==> config.mk <==
export PLATFORM = sky130hd
export DESIGN_NAME = spi_slave
export DESIGN_NICKNAME = d
export VERILOG_FILES = /design/src/rtl/spi_slave.sv
export SDC_FILE = /design/constraint.sdc
export NUM_CORES = 1
export LEC_CHECK = 0
export ABC_AREA = 1
export BUFFER_PORTS_ARGS = -buffer_cell sky130_fd_sc_hd__buf_2
export CORE_MARGIN = 5
export CORE_UTILIZATION = 35
export DETAILED_ROUTE_END_ITERATION = 16
export SYNTH_ARGS = -nofsm -noshare
export SYNTH_HDL_FRONTEND = slang
export SYNTH_SLANG_ARGS = --single-unit
==> constraint.sdc <==
create_clock -name clk -period 4.65 [get_ports clk]
set_input_delay 0.465 -clock clk [delete_from_list [all_inputs] [get_ports clk]]
set_output_delay 0.465 -clock clk [all_outputs]
set_load 0.005 [all_outputs]
==> src/rtl/spi_slave.sv <==
// spi_slave: SPI mode-0 peripheral with a one-entry TX holding buffer and an RX word strobe.
// All SPI pins are oversampled in the clk domain, so clk must run at least 4x SPI_clk.
module spi_slave #(
  parameter int WIDTH = 32,
  parameter logic [WIDTH-1:0] DUMMY = '0
) (
  input  logic             clk,
  input  logic             rst,
  input  logic             SPI_clk,
  input  logic             SPI_cs,
  input  logic             SPI_in,
  output logic             SPI_out,
  output logic             SPI_oe,
  input  logic [WIDTH-1:0] tx_data,
  input  logic             tx_valid,
  output logic             tx_ready,
  output logic [WIDTH-1:0] rx_data,
  output logic             rx_valid,
  output logic             tx_underrun
);
  localparam int CW = $clog2(WIDTH);
  localparam logic [CW-1:0] LAST = CW'(WIDTH - 1);
  typedef enum logic [1:0] {IDLE, LOAD, SHIFT} state_t;
  state_t state, state_nx;
  logic [2:0] sclk_q, cs_q;
  logic [1:0] mosi_q;
  logic [WIDTH-1:0] tx_buf, tx_shift, rx_shift, load_word;
  logic [CW-1:0] bit_cnt;
  logic full, word_done, accept, do_load;
  logic sclk_rise, sclk_fall, cs_fall, cs_rise, mosi_s;
  assign sclk_rise = sclk_q[1] & ~sclk_q[2];
  assign sclk_fall = ~sclk_q[1] & sclk_q[2];
  assign cs_fall   = ~cs_q[1] & cs_q[2];
  assign cs_rise   = cs_q[1] & ~cs_q[2];
  assign mosi_s    = mosi_q[1];
  assign accept    = tx_valid & ~full;
  assign load_word = full ? tx_buf : DUMMY;
  // A finished word reloads on the following sclk fall so words stream back-to-back.
  assign do_load   = ~cs_rise & (state == LOAD | (state == SHIFT & sclk_fall & word_done));
  always_ff @(posedge clk or posedge rst)
    if (rst) begin
      sclk_q <= '0;
      cs_q   <= '1;
      mosi_q <= '0;
      state  <= IDLE;
    end else begin
      sclk_q <= {sclk_q[1:0], SPI_clk};
      cs_q   <= {cs_q[1:0], SPI_cs};
      mosi_q <= {mosi_q[0], SPI_in};
      state  <= state_nx;
    end
  always_comb begin
    state_nx = state;
    case (state)
      IDLE:    state_nx = cs_fall ? LOAD : IDLE;
      LOAD:    state_nx = cs_rise ? IDLE : SHIFT;
      default: state_nx = cs_rise ? IDLE : SHIFT;
    endcase
  end
  always_comb begin
    SPI_oe   = state != IDLE;
    tx_ready = ~full;
  end
  always_ff @(posedge clk or posedge rst)
    if (rst) begin
      tx_buf      <= '0;
      full        <= 1'b0;
      tx_shift    <= '0;
      rx_shift    <= '0;
      rx_data     <= '0;
      bit_cnt     <= '0;
      word_done   <= 1'b0;
      SPI_out     <= 1'b0;
      rx_valid    <= 1'b0;
      tx_underrun <= 1'b0;
    end else begin
      rx_valid    <= 1'b0;
      tx_underrun <= 1'b0;
      full        <= accept | (full & ~do_load);
      if (accept) tx_buf <= tx_data;
      else if (do_load) tx_buf <= '0;
      if (state != IDLE && cs_rise) begin
        rx_shift  <= '0;
        tx_shift  <= '0;
        bit_cnt   <= '0;
        word_done <= 1'b0;
        SPI_out   <= 1'b0;
      end else if (do_load) begin
        tx_shift    <= load_word;
        SPI_out     <= load_word[WIDTH-1];
        tx_underrun <= ~full;
        bit_cnt     <= '0;
        word_done   <= 1'b0;
      end else if (state == SHIFT) begin
        if (sclk_rise) begin
          rx_shift <= {rx_shift[WIDTH-2:0], mosi_s};
          bit_cnt  <= bit_cnt == LAST ? '0 : bit_cnt + 1'b1;
          if (bit_cnt == LAST) begin
            rx_data   <= {rx_shift[WIDTH-2:0], mosi_s};
            rx_valid  <= 1'b1;
            word_done <= 1'b1;
          end
        end
        if (sclk_fall && !word_done) begin
          tx_shift <= tx_shift << 1;
          SPI_out  <= tx_shift[WIDTH-2];
        end
      end
    end
endmodule

==> metrics.yaml <==
finalHoldViolCount: 0
synthesis.area_per_instance_um2: 8.914
synth_cell_types: 26
first_global_vias: 4497
cts_made_buffers: 17
route.final.wire_length_um: 12490
antenna_cells: 0
detailroute.via_count: 4627
final-setup-viol-count: 0
clock_latency_ns: 0.42
min_period_over_period_pct: 66.52
htree_num_levels: 4
antenna_found_initial: 0
use_met3_pct: 3.349
cts.hold.buffers_added: 0
fp.dieW_um: 142.7
synth_simple_gate_area_share_pct: 26.55
syn-cell-area_um2: 6160
number_of_synthesized_register_bits: 146
netSwitchingFraction_pct: 30.02
cts_tree: "built"
tightest_slew_ns: 1.125
final_util_pct: 42.02
grt.met2_usage_pct: 19.29
cp_cell_sequence: "inv_2 > nand2_2 > clkinv_1 > nand2_2 > nand2_2 > nand2_1 > o22ai_1"
yosys-top-cells-area: "sky130_fd_sc_hd__dfrtp_1 58%, sky130_fd_sc_hd__nand2_1 13%, sky130_fd_sc_hd__nand3_1 6.5%"
routed_via_density: 4.717
drt.antenna.violating_nets: 0
area_delta_synth_final_pct: 18.00
final-max-slew-violation-count: 0
critical-path-max-stage-delay_ns: 0.96
synthAdderAreaFrac_pct: 0.4063
grt_pass1_wl_um: 22090
rsz0062_at_grt: "false"
path_max_fanout: 37
finalNetCount: 783
drc: 0
synth_top_family_by_area: "simple AND/OR/NAND/NOR gates"
fin_cells: 981
drv.max_cap_violation_count: 0
sum_of_buffers_and_inverters_on_the_critical_path: 2
totalNegativeSetupSlack_ns: 0
max_clock_freq_ghz: 0.3233
start_kind: "register"
worst-endpoint-arrival_ns: 3.34
synth.largest_area_cell: "sky130_fd_sc_hd__dfrtp_1"
yosys.area.top_type_share_pct: 58.09
filler_cell_count: 1734
cts_setup_buffers: 0
seqCellArea_um2: 3657
critical_path.endpoint_type: "register"
multiInputGateArea_um2: 2041
gpl.final_weighted_congestion: 0.7956
p_int_uw: 2591
grt_busiest_layer: "met1"
net_count_of_the_mapped_netlist: 731
synth-compound-area-share_pct: 5.992
cts.clk_slew.worst_paths_ns: 0.06
clock-sinks: 146
globalRouteOverflowTotal: 0
slowest_stage: "sky130_fd_sc_hd__nand2_1"
critical-path-top-delay-family: "simple AND/OR/NAND/NOR gates"
area_share_of_xor_xnor_cells_in_the_synthesized_design_pct: 0.1422
share_of_post_route_cells_with_drive_strength_above_1_pct: 17.86
final_cell_area_um2: 7268
synth_most_common_cell: "sky130_fd_sc_hd__nand2_1"
clock_tree.root_cell: "sky130_fd_sc_hd__clkbuf_16"
placement.io_buffers: 74
dpl_cell_area_um2: 6644
core-area_um2: 17300
dieHeight_um: 142.7
io-pin-count: 75
synth-main-ff-cell: "sky130_fd_sc_hd__dfrtp_1"
power_frac_seq_pct: 44.6
irDropWorstVdd_mv: 0.2772
required_ns: 4.90
dp.cells: 949
seq_area_frac_synth_pct: 59.37
status: "finished clean"
total_switching_power_uw: 1112
timing.slew.headroom_pct: 24.76
timing.setup.critical_path_class: "register to register"
post_synth_mux_area_share_pct: 0
globalRouteMet1Util_pct: 19.32
grt_max_degree: 115
power.leakage_uw: 0.003804
initial_utilization_pct: 35.61
comb_power_share_pct: 16.5
drtPass1Iterations: 4
gr-usage-all-layers_pct: 13.30
synth-async-reset-ratio_pct: 100.0
dp_hpwl_um: 7856
post_synth_most_frequent_cells: "213 x sky130_fd_sc_hd__nand2_1, 143 x sky130_fd_sc_hd__dfrtp_1, 80 x sky130_fd_sc_hd__nand3_1"
min-delay-path-class: "input port to register"
synthesis.yosys.warnings: 0
finalCriticalPeriod_ns: 3.093
cp_common_cell: "sky130_fd_sc_hd__nand2_2"
post_cts_resize_count: 0
timing.clock.skew_ns: 0.01045
clock_power_share_pct: 39.0
dr.first_iter.drc_count: 284
synth-edff-count: 0
row_count: 48
syn_inst: 691
max_root_sink_buffers: 2
detail_route.wl_per_cell_um: 12.73
power.density_nw_per_um2: 509.4
floorplan.die_area_um2: 20350
==> registers in the layout, summed over array words and instances (netlist names), 2 cells and up <==
register	flops
sclk_q	3
tx_shift	31
mosi_q	2
bit_cnt	5
rx_data	32
tx_buf	32
state	2
cs_q	3
rx_shift	31
==> metrics by stage <==
| stage | setup WS [ns] | hold WS [ns] | power, µW |
|---|---|---|---|
| floorplan | 0.2670 | 0.3312 | 2125 |
| global placement | 1.598 | 0.3361 | 2267 |
| detailed placement | 1.584 | 0.3412 | 2286 |
| CTS | 1.550 | 0.1181 | 3745 |
| global route | 1.171 | 0.1174 | 3932 |
| finish | 1.557 | 0.1417 | 3702 |
==> area by class of cell <==
class | instances | share of cell area [%]
Timing Repair Buffer | 79 | 5.612
Multi-Input combinational cell | 432 | 28.08
Clock inverter | 14 | 2.685
Tap cell | 225 | 3.873
Inverter | 67 | 3.529
Sequential cell | 146 | 50.32
Clock buffer | 18 | 5.905
==> logic make-up (layout without fill, tap and decap cells) <==
| logic type | count (synthesis) | after routing |
|---|---|---|
| flip-flops | 146 | 146 |
| XOR/XNOR | 1 | 1 |
| AND/OR/NAND/NOR | 363 | 363 |
| adder cells (fa/ha/maj) | 2 | 2 |
| buffers and inverters | 113 | 178 |
| AO/OA/AOI/OAI | 66 | 66 |
==> path summary, 6_finish.rpt <==
path / startpoint / endpoint / slack [ns] / cells past startpoint
setup reg to reg: cs_q[2] / rx_shift[12] / 1.56 / 7
max in group asynchronous: rst / rx_shift[28] / 3.33 / 3
hold / removal: SPI_cs / cs_q[0] / 0.14 / 1
setup / recovery: cs_q[2] / rx_shift[12] / 1.56 / 7
min in group asynchronous: rst / rx_data[17] / 0.26 / 2
hold reg to reg: mosi_q[0] / mosi_q[1] / 0.35 / 0
==> routing by layer <==
layer / part of all wire [%] / up-vias
li1: - / 2356
met1: 51 / 2181
met2: 43 / 77
met3: 4.4 / 13
met4: 1.5 / 0
met5: 0 / -
==> cells in the final DEF, fill, tap and decap left out, drive strengths merged <==
master	synthesis	layout
nand3	80	80
buf	23	79
bufinv	0	3
clkbuf	23	18
nor3b	1	1
nand3b	11	11
clkinv	2	4
nand2	218	218
nor3	1	1
inv	65	72
nor2	9	9
dfstp	3	3
nand4	33	33
clkinvlp	0	2
o22ai	31	31
ha	2	2
or2	10	10
xor2	1	1
dfrtp	143	143
o21ai	35	35
==> power by group through the flow <==
stage / clock (µW) / combinational, µW / sequential [µW]
floorplan: 0 / 503 / 1620
CTS: 1480 / 620 / 1650
finish: 1440 / 609 / 1650
global placement: 0 / 606 / 1660
global route: 1530 / 723 / 1670
detailed placement: 0 / 619 / 1670
(Power assumes the default switching activity.)
